File: src/rtl/axi4_lite_reg_slave.sv
// rtl/axi4_lite_reg_slave.sv - AXI4-Lite register bank responder with byte strobes
// Optional build macro AXI4_LITE_REG_SLVERR_EN: bad addresses answer SLVERR instead of OKAY.
module axi4_lite_reg_slave #(
    parameter int                    ADDR_WIDTH = 32,
    parameter int                    DATA_WIDTH = 32,
    parameter int                    NUM_REGS   = 16,
    parameter logic [ADDR_WIDTH-1:0] BASE_ADDR  = '0
) (
    input  logic                           clk,
    input  logic                           rst,
    input  logic [ADDR_WIDTH-1:0]          awaddr,
    input  logic                           awvalid,
    output logic                           awready,
    input  logic [DATA_WIDTH-1:0]          wdata,
    input  logic [DATA_WIDTH/8-1:0]        wstrb,
    input  logic                           wvalid,
    output logic                           wready,
    output logic [1:0]                     bresp,
    output logic                           bvalid,
    input  logic                           bready,
    input  logic [ADDR_WIDTH-1:0]          araddr,
    input  logic                           arvalid,
    output logic                           arready,
    output logic [DATA_WIDTH-1:0]          rdata,
    output logic [1:0]                     rresp,
    output logic                           rvalid,
    input  logic                           rready,
    output logic [NUM_REGS*DATA_WIDTH-1:0] reg_q,
    output logic [NUM_REGS-1:0]            reg_wr
);
    localparam int IDX_W  = $clog2(NUM_REGS);
    localparam int STRB_W = DATA_WIDTH / 8;
    localparam logic [1:0] RESP_OKAY = 2'b00;
`ifdef AXI4_LITE_REG_SLVERR_EN
    localparam logic [1:0] RESP_BAD = 2'b10;
`else
    localparam logic [1:0] RESP_BAD = 2'b00;
`endif
    localparam logic [ADDR_WIDTH-1:0] SPAN = ADDR_WIDTH'(4 * NUM_REGS);

    logic [DATA_WIDTH-1:0] regs [NUM_REGS];
    logic                  aw_held, w_held, aw_ok;
    logic [IDX_W-1:0]      aw_idx;
    logic [DATA_WIDTH-1:0] w_data_q;
    logic [STRB_W-1:0]     w_strb_q;

    logic aw_fire, w_fire, ar_fire, b_fire, r_fire, commit;
    logic aw_held_n, w_held_n, bvalid_n, rvalid_n;
    logic [ADDR_WIDTH-1:0] aw_off, ar_off;
    logic aw_addr_ok, ar_addr_ok;

    // Offsets wrap modulo 2^ADDR_WIDTH, so addresses below BASE_ADDR decode as out of range.
    assign aw_off     = awaddr - BASE_ADDR;
    assign ar_off     = araddr - BASE_ADDR;
    assign aw_addr_ok = (aw_off < SPAN) && (aw_off[1:0] == 2'b00);
    assign ar_addr_ok = (ar_off < SPAN) && (ar_off[1:0] == 2'b00);

    always_comb begin
        aw_fire   = awready && awvalid;
        w_fire    = wready && wvalid;
        ar_fire   = arready && arvalid;
        b_fire    = bvalid && bready;
        r_fire    = rvalid && rready;
        commit    = aw_held && w_held && !bvalid;
        aw_held_n = aw_held;
        w_held_n  = w_held;
        bvalid_n  = bvalid;
        rvalid_n  = rvalid;
        if (aw_fire) aw_held_n = 1'b1;
        if (w_fire)  w_held_n  = 1'b1;
        if (commit) begin
            aw_held_n = 1'b0;
            w_held_n  = 1'b0;
            bvalid_n  = 1'b1;
        end else if (b_fire) begin
            bvalid_n = 1'b0;
        end
        if (ar_fire)     rvalid_n = 1'b1;
        else if (r_fire) rvalid_n = 1'b0;
    end

    // Ready outputs are registered copies of the next-state holding conditions.
    always_ff @(posedge clk or negedge rst) begin
        if (!rst) begin
            aw_held  <= 1'b0;
            w_held   <= 1'b0;
            aw_ok    <= 1'b0;
            aw_idx   <= '0;
            w_data_q <= '0;
            w_strb_q <= '0;
            awready  <= 1'b0;
            wready   <= 1'b0;
            arready  <= 1'b0;
            bvalid   <= 1'b0;
            bresp    <= RESP_OKAY;
            rvalid   <= 1'b0;
            rresp    <= RESP_OKAY;
            rdata    <= '0;
            reg_wr   <= '0;
            for (int i = 0; i < NUM_REGS; i++) regs[i] <= '0;
        end else begin
            aw_held <= aw_held_n;
            w_held  <= w_held_n;
            bvalid  <= bvalid_n;
            rvalid  <= rvalid_n;
            awready <= !aw_held_n && !bvalid_n;
            wready  <= !w_held_n && !bvalid_n;
            arready <= !rvalid_n;
            reg_wr  <= '0;
            if (aw_fire) begin
                aw_ok  <= aw_addr_ok;
                aw_idx <= aw_off[2 +: IDX_W];
            end
            if (w_fire) begin
                w_data_q <= wdata;
                w_strb_q <= wstrb;
            end
            if (commit) begin
                bresp <= aw_ok ? RESP_OKAY : RESP_BAD;
                if (aw_ok) begin
                    for (int b = 0; b < STRB_W; b++) begin
                        if (w_strb_q[b]) regs[aw_idx][8*b +: 8] <= w_data_q[8*b +: 8];
                    end
                    reg_wr <= NUM_REGS'(1) << aw_idx;
                end
            end
            // Nonblocking read of regs returns the pre-commit value on a same-edge collision.
            if (ar_fire) begin
                rresp <= ar_addr_ok ? RESP_OKAY : RESP_BAD;
                rdata <= ar_addr_ok ? regs[ar_off[2 +: IDX_W]] : '0;
            end
        end
    end

    for (genvar i = 0; i < NUM_REGS; i++) begin : g_flat
        assign reg_q[i*DATA_WIDTH +: DATA_WIDTH] = regs[i];
    end
endmodule

File: config.mk
export PLATFORM = sky130hd
export DESIGN_NAME = axi4_lite_reg_slave
export DESIGN_NICKNAME = d
export VERILOG_FILES = /design/src/rtl/axi4_lite_reg_slave.sv
export SDC_FILE = /design/constraint.sdc
export NUM_CORES = 1
export LEC_CHECK = 0
export CELL_PAD_IN_SITES_DETAIL_PLACEMENT = 1
export CELL_PAD_IN_SITES_GLOBAL_PLACEMENT = 2
export CORE_MARGIN = 4
export CORE_UTILIZATION = 25
export DETAILED_ROUTE_END_ITERATION = 7
export HOLD_SLACK_MARGIN = 0.15
export PLACE_DENSITY_LB_ADDON = 0.1
export SETUP_SLACK_MARGIN = 0.15
export SLEW_MARGIN = 20
export SYNTH_ARGS = -nofsm -noshare
export SYNTH_HDL_FRONTEND = slang
export SYNTH_SLANG_ARGS = --single-unit
File: constraint.sdc
create_clock -name clk -period 2.5 [get_ports clk]
set_clock_uncertainty 0.1 [all_clocks]
set_input_delay 0.25 -clock clk [delete_from_list [all_inputs] [get_ports clk]]
set_output_delay 0.25 -clock clk [all_outputs]
set_load 0.05 [all_outputs]
# Word-level counts from Yosys, hierarchy flattened
# Cells that the tools add are included.
# Widths: inputs -> output; s select.
# op_classes
addsub	0
reduce_logical	20
mul	0
shift	1
n_bitwise	2
div	0
eq_ne	0
mux	36
order_cmp	5
# op_table
cell	n
$mux 512	10
$bwmux 512	4
$demux 32 s4	4
$bmux 32 s4	1
$mux 32	4
$lt 32x7->1 const B	2
$mux 16	3
$mux 24	1
$shl 1x4->16 const A	1
$logic_and 1x1->1	12
$ge 5x5->1 const B	2
$not 4->5	2
$mux 1	8
$mux 8	1
$logic_not 1->1	5
$lt 5x1->1 const B	1
$logic_not 2->1	2
$reduce_and 2->1	1
# word_totals
ff_bits	608
output_inout_bits	569
mem_bits_rw	0
latchBits	0
word_cells	93
input_bits	107
romBits	0
memories	0

# Longest topological paths before layout
# depth
ltp_word	19
depth_mapped	8
ltp_nobuf	4

# Least setup slack after synthesis
# OpenSTA, ideal clock, no wires.
# synth_path
path_kind	flip-flop to flip-flop
start	reg bvalid
end	reg regs, in the netlist reg_q[10]
t_arrival_ns	2.102
required_time_ns	2.275
stages_incl_launch_ff	6
path_buffers	1
slack_ns	0.173
cell_sequence	dfrtp_1 and4b_4 or3b_4 buf_6 nor2_8 mux2_4
# synth_between
elab_chain_len	3
# synth_rtl
item	line	rtl
start, declared	19	output logic bvalid,
start signal, assigned	104	bvalid <= bvalid_n;
$logic_not 1->1	64	commit = aw_held && w_held && !bvalid;
$logic_and 1x1->1	64	
$reduce_and 2->1 (no line)	n/a	
end signal, assigned by index	122	if (w_strb_q[b]) regs[aw_idx][8*b +: 8] <= w_data_q[8*b +: 8];
end, declared	41	logic [DATA_WIDTH-1:0] regs [NUM_REGS];
# Every way passes these cells.
# A chain may end at the register's enable or synchronous reset.

# Worst setup path in the final report
# layout_path
start	reg bvalid
end	reg regs, in the netlist reg_q[67]
# The elaborated chain is that of the path after synthesis.

==> run_results.csv <==
group,metric,value,unit
clock_network,cts_tree,"yes",
sta,worst_slew_pin_slew,0.720,ns
run,drv_cap,0,
sta,fin_crit,2.30,ns
power_and_ir_drop,ir_worst_vdd,526,µV
logic_synthesis,ys_async_sr_fraction,1.00,
logic_synthesis,synth_cells,1881,
global_route,grtUsageTotal,0.205,
finish,fill_cells,11310,
clock_network,insertion_delay,0.63,ns
die,rows,121,
clock_network,postCtsSetupBuffers,0,
finish,nets,2792,
finish,multi_input_area,11700,µm²
detailed_routing,wl_per_cell,29.2,µm
clock_network,htree_levels,3,
detailed_routing,vias_per_cell,4.71,
finish,final_common_cell,"clkdlybuf4s50_1",
sta,hold_viol,0,
place,io_buffer_count,671,
detailed_routing,drtIter0Drc,793,
die,die_h,340,µm
detailed_routing,wl,121000,µm
global_route,grt_pass1_wl,171000,µm
logic_synthesis,synth_edf_count,0,
sta,slew_headroom,0.520,
clock_network,cts_made_buffers,78,
critical_path,crit_start,"bvalid$_DFF_PN0_",
place,gp_congestion,0.773,
place,placedCellCount,3974,
power_and_ir_drop,powerDensity,636,nW/µm²
critical_path,r2r-start,"bvalid$_DFF_PN0_",
logic_synthesis,ys.flop_type,"dfrtp_1",
global_route,grt-ovfl-total,0,
critical_path,rrSetupSlack,0.20,ns
clock_network,cts-root-buf,"clkbuf_16",
finish,seq_area,15200,µm²
critical_path,arrival,2.70,ns
run_status,status,"finished clean",
hold_path,min_path_type,"input pin to flip-flop",
finish,area_growth,45.0,%
clock_network,clockBufferDepth,3,
sta,rsz0062_at_grt,"true",
global_route,grt_max_degree,61,
critical_path,timing.rr.end,"reg_q[67]$_DFFE_PN0P_",
die,die-width,340,µm
critical_path,max_stage_delay,0.46,ns
critical_path,worstPathRequired,2.90,ns
logic_synthesis,synth_top_area_cell,"dfrtp_1",
critical_path,cp_slowest_cell,"or3b_4",
sta,max_freq,434,MHz
finish,final_core_util,0.366,
global_route,antenna_found_initial,5,
detailed_routing,drt_first_pass_iters,5,
clock_network,cts.clk_slew.worst_paths,0.06,ns
die,start_util,0.252,
logic_synthesis,syn_area,27500,µm²
die,coreArea,109000,µm²
place,dpl.hpwl,87500,µm
die,dieArea,115000,µm²
logic_synthesis,synth.top_cell.area_share,0.553,
finish,drive_gt1_frac,0.337,
sta,finalSetupViolCount,0,
logic_synthesis,synth_seq_cells,608,
critical_path,critPathLaunchType,"flip-flop",
die,io_pins,676,
critical_path,path_cells,"and4b_4, or3b_4, clkbuf_16, nor2_8, mux2_2",
finish,fin_cells,4154,
critical_path,critical_path_class,"flip-flop to flip-flop",
critical_path,crit_fanout,10,
detailed_routing,vias,19567,
logic_synthesis,yosysWarnings,0,
clock_network,cts_sinks,608,
critical_path,endpoint,"reg_q[67]$_DFFE_PN0P_",
logic_synthesis,synth_area_leaders,"dfrtp_1 (55%), mux2_2 (21%), mux2i_1 (5.8%)",
critical_path,endpoint_kind,"flip-flop",
sta,fin_crit_sh,0.922,
critical_path,reg2reg_depth,5,
logic_synthesis,avgSynthCellArea,14.6,µm²
sta,drv_slew,0,
finish,final_cell_mix,"clkdlybuf4s50_1 (647), dfrtp_1 (608), mux2_2 (502)",
power_and_ir_drop,power.leakage,18.4,nW
logic_synthesis,seq_area_frac_synth,0.553,
detailed_routing,drc,0,
detailed_routing,final_antenna_net_count,0,
logic_synthesis,synth_cell_types,40,
global_route,grt_pass1_vias,21744,
[worst min path at each step]
| stage | cells past startpoint | slack, ns | end | startpoint |
|---|---|---|---|---|
| after floorplan | 0 | -0.15 | arready$_DFF_PN0_ | rst |
| after global placement | 1 | 0.24 | reg_q[119]$_DFFE_PN0P_ | rst |
| after detailed placement | 1 | 0.24 | reg_q[343]$_DFFE_PN0P_ | rst |
| after CTS | 5 | 0.15 | rdata[0]$_DFFE_PN0P_ | araddr[3] |
| after global routing | 2 | 0.18 | w_data_q[29]$_DFFE_PN0P_ | wdata[29] |
| final | 5 | 0.19 | rdata[0]$_DFFE_PN0P_ | araddr[3] |
[synth_stat cells (all sizes together), types with 4 or more instances]
library cell  count
o31ai            33
inv               4
clkbuf           65
and2             32
nor4             45
dfrtp           608
nand3            15
nand3b            4
nand2b            4
or2               8
nand2            48
nor2            126
o22ai            32
buf              58
nor3              4
mux2i           160
mux4             64
mux2            552
[critical path: cells and delay by family (launching register included)]
kind	cells	cell delay, ns
buffers and inverters	1	0.24
multiplexers	1	0.36
AND/OR/NAND/NOR	3	1.07
flip-flops	1	0.40
[repair_timing]
item                                    CTS  global route
pin swaps                                 0            10
gates cloned                              0             2
endpoints found under the hold margin   617             0
hold buffers                             43             0
endpoints found under the setup margin   35            61
gates resized for setup                  10            22
[cell type report]
cell class / count / share of cell area
sequential: 608 / 0.381
multi-input combinational: 1149 / 0.294
timing repair buffer: 844 / 0.218
clock buffer: 114 / 0.0574
tap: 1414 / 0.0444
clock inverter: 19 / 0.00452
inverter: 4 / 0.000376
antenna: 2 / 0.000125
[through the flow]
stage / total power [mW] / hold WS [ns] / cell area, µm² / TNS, ns / setup slack [ns]
2_1_floorplan: 12.7 / -0.146 / 27500 / 0 / 0.173
3_3_place_gp: 14.4 / 0.238 / 36800 / -2.26 / -0.0944
3_5_place_dp: 14.5 / 0.238 / 36800 / -1.04 / -0.0737
4_1_cts: 25.9 / 0.153 / 39800 / 0 / 0.155
5_1_grt: 26.5 / 0.185 / 39900 / 0 / 0.123
6_report: 25.4 / 0.191 / 39900 / 0 / 0.196
[power breakdown]
part | switching (mW) | leakage (nW) | total, mW | internal (mW)
clock | 4.40 | 1.22 | 11.0 | 6.62
combinational | 1.45 | 8.80 | 2.54 | 1.09
sequential | 1.63 | 8.40 | 11.8 | 10.2
[cells by family after synthesis]
group / count (synthesis) / share of synthesized area
mux: 776 / 0.341
flops: 608 / 0.553
simple gates: 298 / 0.0644
buf+inv: 127 / 0.0235
compound gates: 71 / 0.0176
other cells: 1 / 0.000136
[flip-flops by register name, indices dropped and copies added, names as in the netlist]
signal,count
arready,1
aw_held,1
aw_idx,4
aw_ok,1
awready,1
bvalid,1
rdata,32
reg_q,512
reg_wr,16
rvalid,1
w_data_q,32
w_held,1
w_strb_q,4
wready,1
[metal layers]
layer  up-vias  routed length (µm)  share of wire  track usage
met2       510               59800           0.49        0.349
met5         -                  21        0.00017            0
li1       8499                   -              -            -
met3       167                6410          0.053       0.0508
met1     10387               51100           0.42        0.257
met4         4                4080          0.034       0.0656
Note: power is estimated with default switching activity, not from simulation.
